## config.mk

```make
export PLATFORM = sky130hd
export DESIGN_NAME = serial_tx
export DESIGN_NICKNAME = d
export VERILOG_FILES = /design/src/rtl/serial_tx.sv
export SDC_FILE = /design/constraint.sdc
export NUM_CORES = 1
export LEC_CHECK = 0
export ABC_AREA = 0
export BUFFER_PORTS_ARGS = -buffer_cell sky130_fd_sc_hd__buf_2
export CAP_MARGIN = 20
export CORE_MARGIN = 1.5
export CORE_UTILIZATION = 35
export DETAILED_ROUTE_END_ITERATION = 6
export GPL_ROUTABILITY_DRIVEN = 0
export GPL_TIMING_DRIVEN = 0
export PLACE_DENSITY_LB_ADDON = 0.05
export RECOVER_POWER = 50
export SYNTH_ARGS = -nofsm -noshare
export SYNTH_HDL_FRONTEND = slang
export SYNTH_SLANG_ARGS = --single-unit
```

## constraint.sdc

```tcl
create_clock -name clk -period 1.85 [get_ports clk]
set_clock_uncertainty 0.2 [all_clocks]
set_input_delay 0.555 -clock clk [delete_from_list [all_inputs] [get_ports clk]]
set_output_delay 0.555 -clock clk [all_outputs]
set_load 0.01 [all_outputs]
```

## src/rtl/serial_tx.sv

```systemverilog
// Serial frame transmitter: start bit, LSB-first data, optional even parity, stop bit.
// Each bit is held for CLKS_PER_BIT enabled clock cycles; en=0 stretches the current bit.
module serial_tx #(
  parameter int unsigned CLKS_PER_BIT = 4,
  parameter int unsigned DATA_W       = 8,
  parameter int unsigned PARITY_EN    = 1
) (
  input  logic              clk,
  input  logic              rst,
  input  logic              en,
  input  logic [DATA_W-1:0] data_in,
  input  logic              valid,
  output logic              ready,
  output logic              tx,
  output logic              busy,
  output logic              done
);

  localparam int unsigned TMR_W = 8;
  localparam int unsigned IDX_W = (DATA_W > 1) ? $clog2(DATA_W) : 1;
  localparam logic [TMR_W-1:0] TMR_LAST = TMR_W'(CLKS_PER_BIT - 1);
  localparam logic [IDX_W-1:0] IDX_LAST = IDX_W'(DATA_W - 1);

  typedef enum logic [2:0] {
    IDLE   = 3'd0,
    START  = 3'd1,
    DATA   = 3'd2,
    PARITY = 3'd3,
    STOP   = 3'd4
  } state_e;

  state_e            state_q;
  logic [TMR_W-1:0]  timer_q;
  logic [IDX_W-1:0]  idx_q;
  logic [DATA_W-1:0] shreg_q;
  logic [DATA_W-1:0] shreg_d;
  logic              parity_q;
  logic              tx_q;
  logic              ready_q;
  logic              busy_q;
  logic              done_q;
  logic              bit_end;

  assign bit_end = en && (timer_q == TMR_LAST);
  assign shreg_d = shreg_q >> 1;

  // tx is loaded with the value of the bit being entered, so the line never glitches
  always_ff @(posedge clk or posedge rst) begin
    if (rst) begin
      state_q  <= IDLE;
      timer_q  <= '0;
      idx_q    <= '0;
      shreg_q  <= '0;
      parity_q <= 1'b0;
      tx_q     <= 1'b1;
      ready_q  <= 1'b1;
      busy_q   <= 1'b0;
      done_q   <= 1'b0;
    end else begin
      done_q <= 1'b0;
      if ((state_q != IDLE) && en) begin
        timer_q <= bit_end ? '0 : timer_q + 1'b1;
      end
      case (state_q)
        IDLE: begin
          if (valid) begin
            shreg_q  <= data_in;
            parity_q <= ^data_in;
            timer_q  <= '0;
            idx_q    <= '0;
            state_q  <= START;
            tx_q     <= 1'b0;
            ready_q  <= 1'b0;
            busy_q   <= 1'b1;
          end
        end
        START: begin
          if (bit_end) begin
            state_q <= DATA;
            tx_q    <= shreg_q[0];
          end
        end
        DATA: begin
          if (bit_end) begin
            shreg_q <= shreg_d;
            idx_q   <= idx_q + 1'b1;
            if (idx_q == IDX_LAST) begin
              if (PARITY_EN != 0) begin
                state_q <= PARITY;
                tx_q    <= parity_q;
              end else begin
                state_q <= STOP;
                tx_q    <= 1'b1;
              end
            end else begin
              tx_q <= shreg_d[0];
            end
          end
        end
        PARITY: begin
          if (bit_end) begin
            state_q <= STOP;
            tx_q    <= 1'b1;
          end
        end
        STOP: begin
          if (bit_end) begin
            state_q <= IDLE;
            tx_q    <= 1'b1;
            ready_q <= 1'b1;
            busy_q  <= 1'b0;
            done_q  <= 1'b1;
          end
        end
        default: begin
          state_q <= IDLE;
          tx_q    <= 1'b1;
          ready_q <= 1'b1;
          busy_q  <= 1'b0;
        end
      endcase
    end
  end

  assign ready = ready_q;
  assign tx    = tx_q;
  assign busy  = busy_q;
  assign done  = done_q;

endmodule

```

After elaboration in Yosys (flattened, before gate mapping). Index checks and enable logic that the tools add are counted.

Register bits after elaboration: 27. Bits of input ports: 12. Output and inout port bits: 4. Word-level logic and storage cells: 67.

Add/subtract/negate cells: 2. Equality and inequality tests: 13. Muxes and demuxes: 29. Bitwise logic cells: 1. Reduce and logical (&&, ||, !) cells: 13.

Operators by type and width (number): 8-bit two-way mux (6); 3-bit two-way mux (8); 8-bit case mux with 2 select lines (1); 3-bit case mux with 5 select lines (1); 2-bit inequality test (second input constant) (6); 1-bit two-way mux (9); 8-bit by 1-bit adder with 8-bit output (second input constant) (1); 8-bit by 2-bit == test with 1-bit output (second input constant) (1); 8-bit parity (1); 3-bit by 2-bit == test with 1-bit output (second input constant) (2); 3-bit == test (second input constant) (2); 1-bit case mux with 3 select lines (2); 3-bit case mux with 2 select lines (1); 3-bit AND reduction (2); 6-bit AND reduction (1); 1-bit case mux with 4 select lines (1); 4-bit AND reduction (1); 3-bit by 1-bit adder with 3-bit output (second input constant) (1); 3-bit by 1-bit == test with 1-bit output (second input constant) (1); 3-bit zero test (1); 3-bit nonzero test (1); 3-bit OR reduction (1); 1-bit logical AND (2); 2-bit by 1-bit inequality test with 1-bit output (second input constant) (1); 4 further kinds (4).

Logic depth before layout (Yosys ltp).
Depth in word-level cells: 6. Depth in mapped cells: 6. Gate-level depth less buffers: 6.

Worst setup path before layout. OpenSTA, ideal clock, no wires.

Path type: register to register. From: reg timer_q[0]. To: reg shreg_q[3]. Setup time: 124 ps. Arrival: 1457 ps. Required time: 1526 ps. Slack: 69 ps. Stages on the path, launching flop included: 6. Path buffers: 1. Period minus slack after synthesis: 1781 ps. Cells stage by stage: dfrtp_1 -> ha_1 -> and4bb_2 -> a31oi_2 -> buf_2 -> o21ai_1.

Cells in the longest elaborated chain, start to end: 4.

RTL lines: start: declaration (RTL line 33) `logic [TMR_W-1:0] timer_q;`; start signal: assignment (RTL line 62) `timer_q <= bit_end ? '0 : timer_q + 1'b1;`; 8-bit by 2-bit == test with 1-bit output (RTL line 44) `assign bit_end = en && (timer_q == TMR_LAST);`; 1-bit logical AND (RTL line 44); 2-bit inequality test (no line); 3-bit AND reduction (no line); end signal: assignment (RTL line 67) `shreg_q <= data_in;`; end signal: assignment (RTL line 85) `shreg_q <= shreg_d;`; end: declaration (RTL line 35) `logic [DATA_W-1:0] shreg_q;`.

Every way passes these cells. A chain may end at the register's enable or synchronous reset.

Worst setup path in the final report.
From: reg timer_q[7]. To: reg tx_q, in the netlist tx.

Cells in the longest elaborated chain, start to end: 4. Elaborated cells on any way between the ends: 6. Classes of those cells: eq/ne: 4; reduce/logical: 2.

RTL lines: 8-bit by 2-bit == test with 1-bit output * (RTL line 44); 1-bit logical AND * (RTL line 44); 2-bit by 1-bit inequality test with 1-bit output (no line) or 2-bit inequality test (tied branches); 4-bit AND reduction (no line) *; end signal: assignment (RTL line 80) `tx_q <= shreg_q[0];`; end signal: assignment (RTL line 90) `tx_q <= parity_q;`; end signal: assignment (RTL line 96) `tx_q <= shreg_d[0];`; end: declaration (RTL line 38) `logic tx_q;`.

Every way passes the cells marked *; elsewhere a longest branch is shown, timed or not.

==> metrics <==
die area 4490 µm²; WL/cell 14.0 µm; sequential power share 42.2%; drt total wl 2910 µm; critical-path cell list nor4_4 > buf_4 > nand2_4 > maj3_2 > a22oi_1; antenna cells 0; 1st-iter DRT viols 68; crit-path max cell delay 0.44 ns; sequential area share after synthesis 47.3%; Crit. Startpoint timer_q[7]; asr flop ratio synth 100%; DP Area 1570 µm²; P_leak 0.760 nW; Total GRT Usage 15.6%; max-slew violation count 0; worst hold path class input port to async pin; Worst path slowest cell dfrtp_1; # setup viols final 0; worst endpoint required time 1.85 ns; Yosys cell types 35; CTS tree built; top cells by count, synth dfrtp_1, nand2_1, nor2_1; fill count 408; Via Count 1,024; gr ovfl total 0; Die Span Y 67.0 µm; Sink Count 27; core area 3970 µm²; Post-Syn Instances 133; met3 Track Usage GR 2.53%; EDFF count, synth 0; Switching Share 37.3%; Final #Nets 174; IO buf count 15; Psw 0.828 mW; HPWL after DPL 1990 µm; layout cells sized above 1 26.6%; vias per cell 4.92; fin crit share 93.2%; post-place setup slack -0.336 ns; Relative slew margins 40.9%; CP arrival 1.73 ns; fin crit period 1.72 ns; Critical Path End Type flop; RSZ-0062 raised after global routing false; overall die width 67.0 µm; GR peak layer met2; clock network fraction of total power 15.5%; largest area contributor in the netlist dfrtp_1; vias in the first global route 1,115; worst setup margin 0.126 ns; final non-filler cell area 1720 µm²; worst-path maximum fanout 7; RR Startpoint timer_q[7]; PwrDens 1290 nW/µm²; status complete, no violations; synth top area cells dfrtp_1, xnor2_1, mux2i_1, dfstp_2, nand2_1; worst skew pair latency 0.27 ns; Hold Vio Cnt, Final 0; DRT Pass-1 Iters 4; Remaining DRCs 0; initial antenna violation count 0; starting density of the core 36.1%; Fmax 0.580 GHz; M1 GR Usage 20.3%; Synth Register Bits 27; synthesized area 1440 µm²; VDD IR-drop max 0.483 mV; post-synth top area share 43.6%; ys flop type dfrtp_1; startpoint types flop; Cell Int Power 1.39 mW; num rows 23; hold-fix buffers at CTS 0; Post-Synthesis Net Count 148; Global Route met2 Usage 25.6%; number of H-tree branching levels 1; most frequent cell after synthesis dfrtp_1; first-pass GRT wire length 5230 µm; Synth Area per Inst 10.8 µm²; pin count of the biggest net entering global routing 28; I/O pins 16; Routed Antenna Nets 0; critical path class flop to flop; clock buffer depth 2; Synth Warn # 0; actual slew at the worst max-slew pin 0.885 ns; CTS buffer count 3; Clock Root Buffer clkbuf_8; Max-cap violations 0; combinational power share 42.3%; Area Overhead vs Synth 19.7%; Reg clk slew, reported paths 0.09 ns
==> through the flow <==
step | hold WS (ns) | setup TNS (ns) | std cells | total power, mW | util, %
finish | 0.00974 | 0 | 208 | 2.22 | 43.3
global route | 0.0421 | 0 | 208 | 2.42 | 43.3
CTS | 0.298 | 0 | 204 | 2.18 | 42.0
detailed placement | 0.283 | -4.61 | 198 | 1.78 | 39.6
global placement | 0.269 | -4.36 | 198 | 1.76 | 39.6
floorplan | 0.250 | 0 | 133 | 1.57 | -
==> final cells by class <==
class                           instances  area, µm²  share of cell area, %
Multi-Input combinational cell         96        728                   42.4
Clock buffer                            4       45.0                   2.62
Timing Repair Buffer                   21        125                   7.28
Tap cell                               50       62.6                   3.64
Sequential cell                        27        678                   39.5
Inverter                                5       18.8                   1.09
Buffer                                  5       60.1                   3.50
==> critical path, delay by kind of cell, from the launching register on <==
kind	cells	cell delay, ns
flops	1	0.44
fa+ha+maj	1	0.30
compound gates	1	0.18
buf+inv	1	0.18
simple gates	2	0.35
==> path summary, 6_finish.rpt <==
| path | slack, ns | cells past startpoint | to |
|---|---|---|---|
| min | 0.01 | 2 | shreg_q[2] |
| max | 0.13 | 5 | tx |
| min in group clk | 0.29 | 2 | tx |
| max in group asynchronous | 0.31 | 3 | done |
| min reg2reg | 0.29 | 2 | tx |
| max reg2reg | 0.13 | 5 | tx |
==> what timing repair did <==
action / CTS / global route
pin swaps: 2 / 3
endpoints found under the setup margin: 18 / 19
resized for setup: 6 / 4
setup buffers: 2 / 3
endpoints found under the hold margin: 0 / 0
gates cloned: 0 / 0
==> metal layers <==
layer  routed length, µm  vias up
met1                1400      487
li1                    -      515
met2                1380       17
met3                  79        5
met5                   0        -
met4                  51        0
==> state kept, by name, indices dropped and copies added, names as in the netlist <==
signal    cells
idx_q         3
busy          1
ready         1
state_q       3
tx            1
shreg_q       8
parity_q      1
done          1
timer_q       8
==> layout by cell type, fill, tap and decap left out, types with 2 or more instances in the layout <==
master     n
xnor2_1   12
a32o_1     2
xor2_1     3
ha_1       3
buf_4      6
mux2i_1    9
nand3_1    5
o21ai_0    8
nor3_1     2
nand2_1   13
nand4_1    2
a21oi_1    3
dfstp_2    2
nor2_1    12
buf_2     15
clkbuf_8   6
dfrtp_1   25
o21ai_1    2
inv_1      5
a31oi_1    2
==> power by group through the flow <==
stage	combinational, mW	clock (mW)	sequential (mW)
floorplan	0.644	0	0.928
global placement	0.818	0	0.939
detailed placement	0.828	0	0.947
CTS	0.885	0.358	0.937
global route	1.07	0.384	0.972
finish	0.940	0.344	0.936
==> logic make-up (layout without fill, tap and decap cells) <==
logic type,after synthesis,after routing,synth area share [%]
XOR/XNOR,15,15,9.15
adder cells (fa/ha/maj),4,4,3.40
AO/OA/AOI/OAI,25,25,12.6
flip-flops,27,27,47.3
buffers and inverters,10,35,4.88
multiplexers,9,9,6.28
AND/OR/NAND/NOR,43,43,16.4
Note: power is estimated with default switching activity, not from simulation.
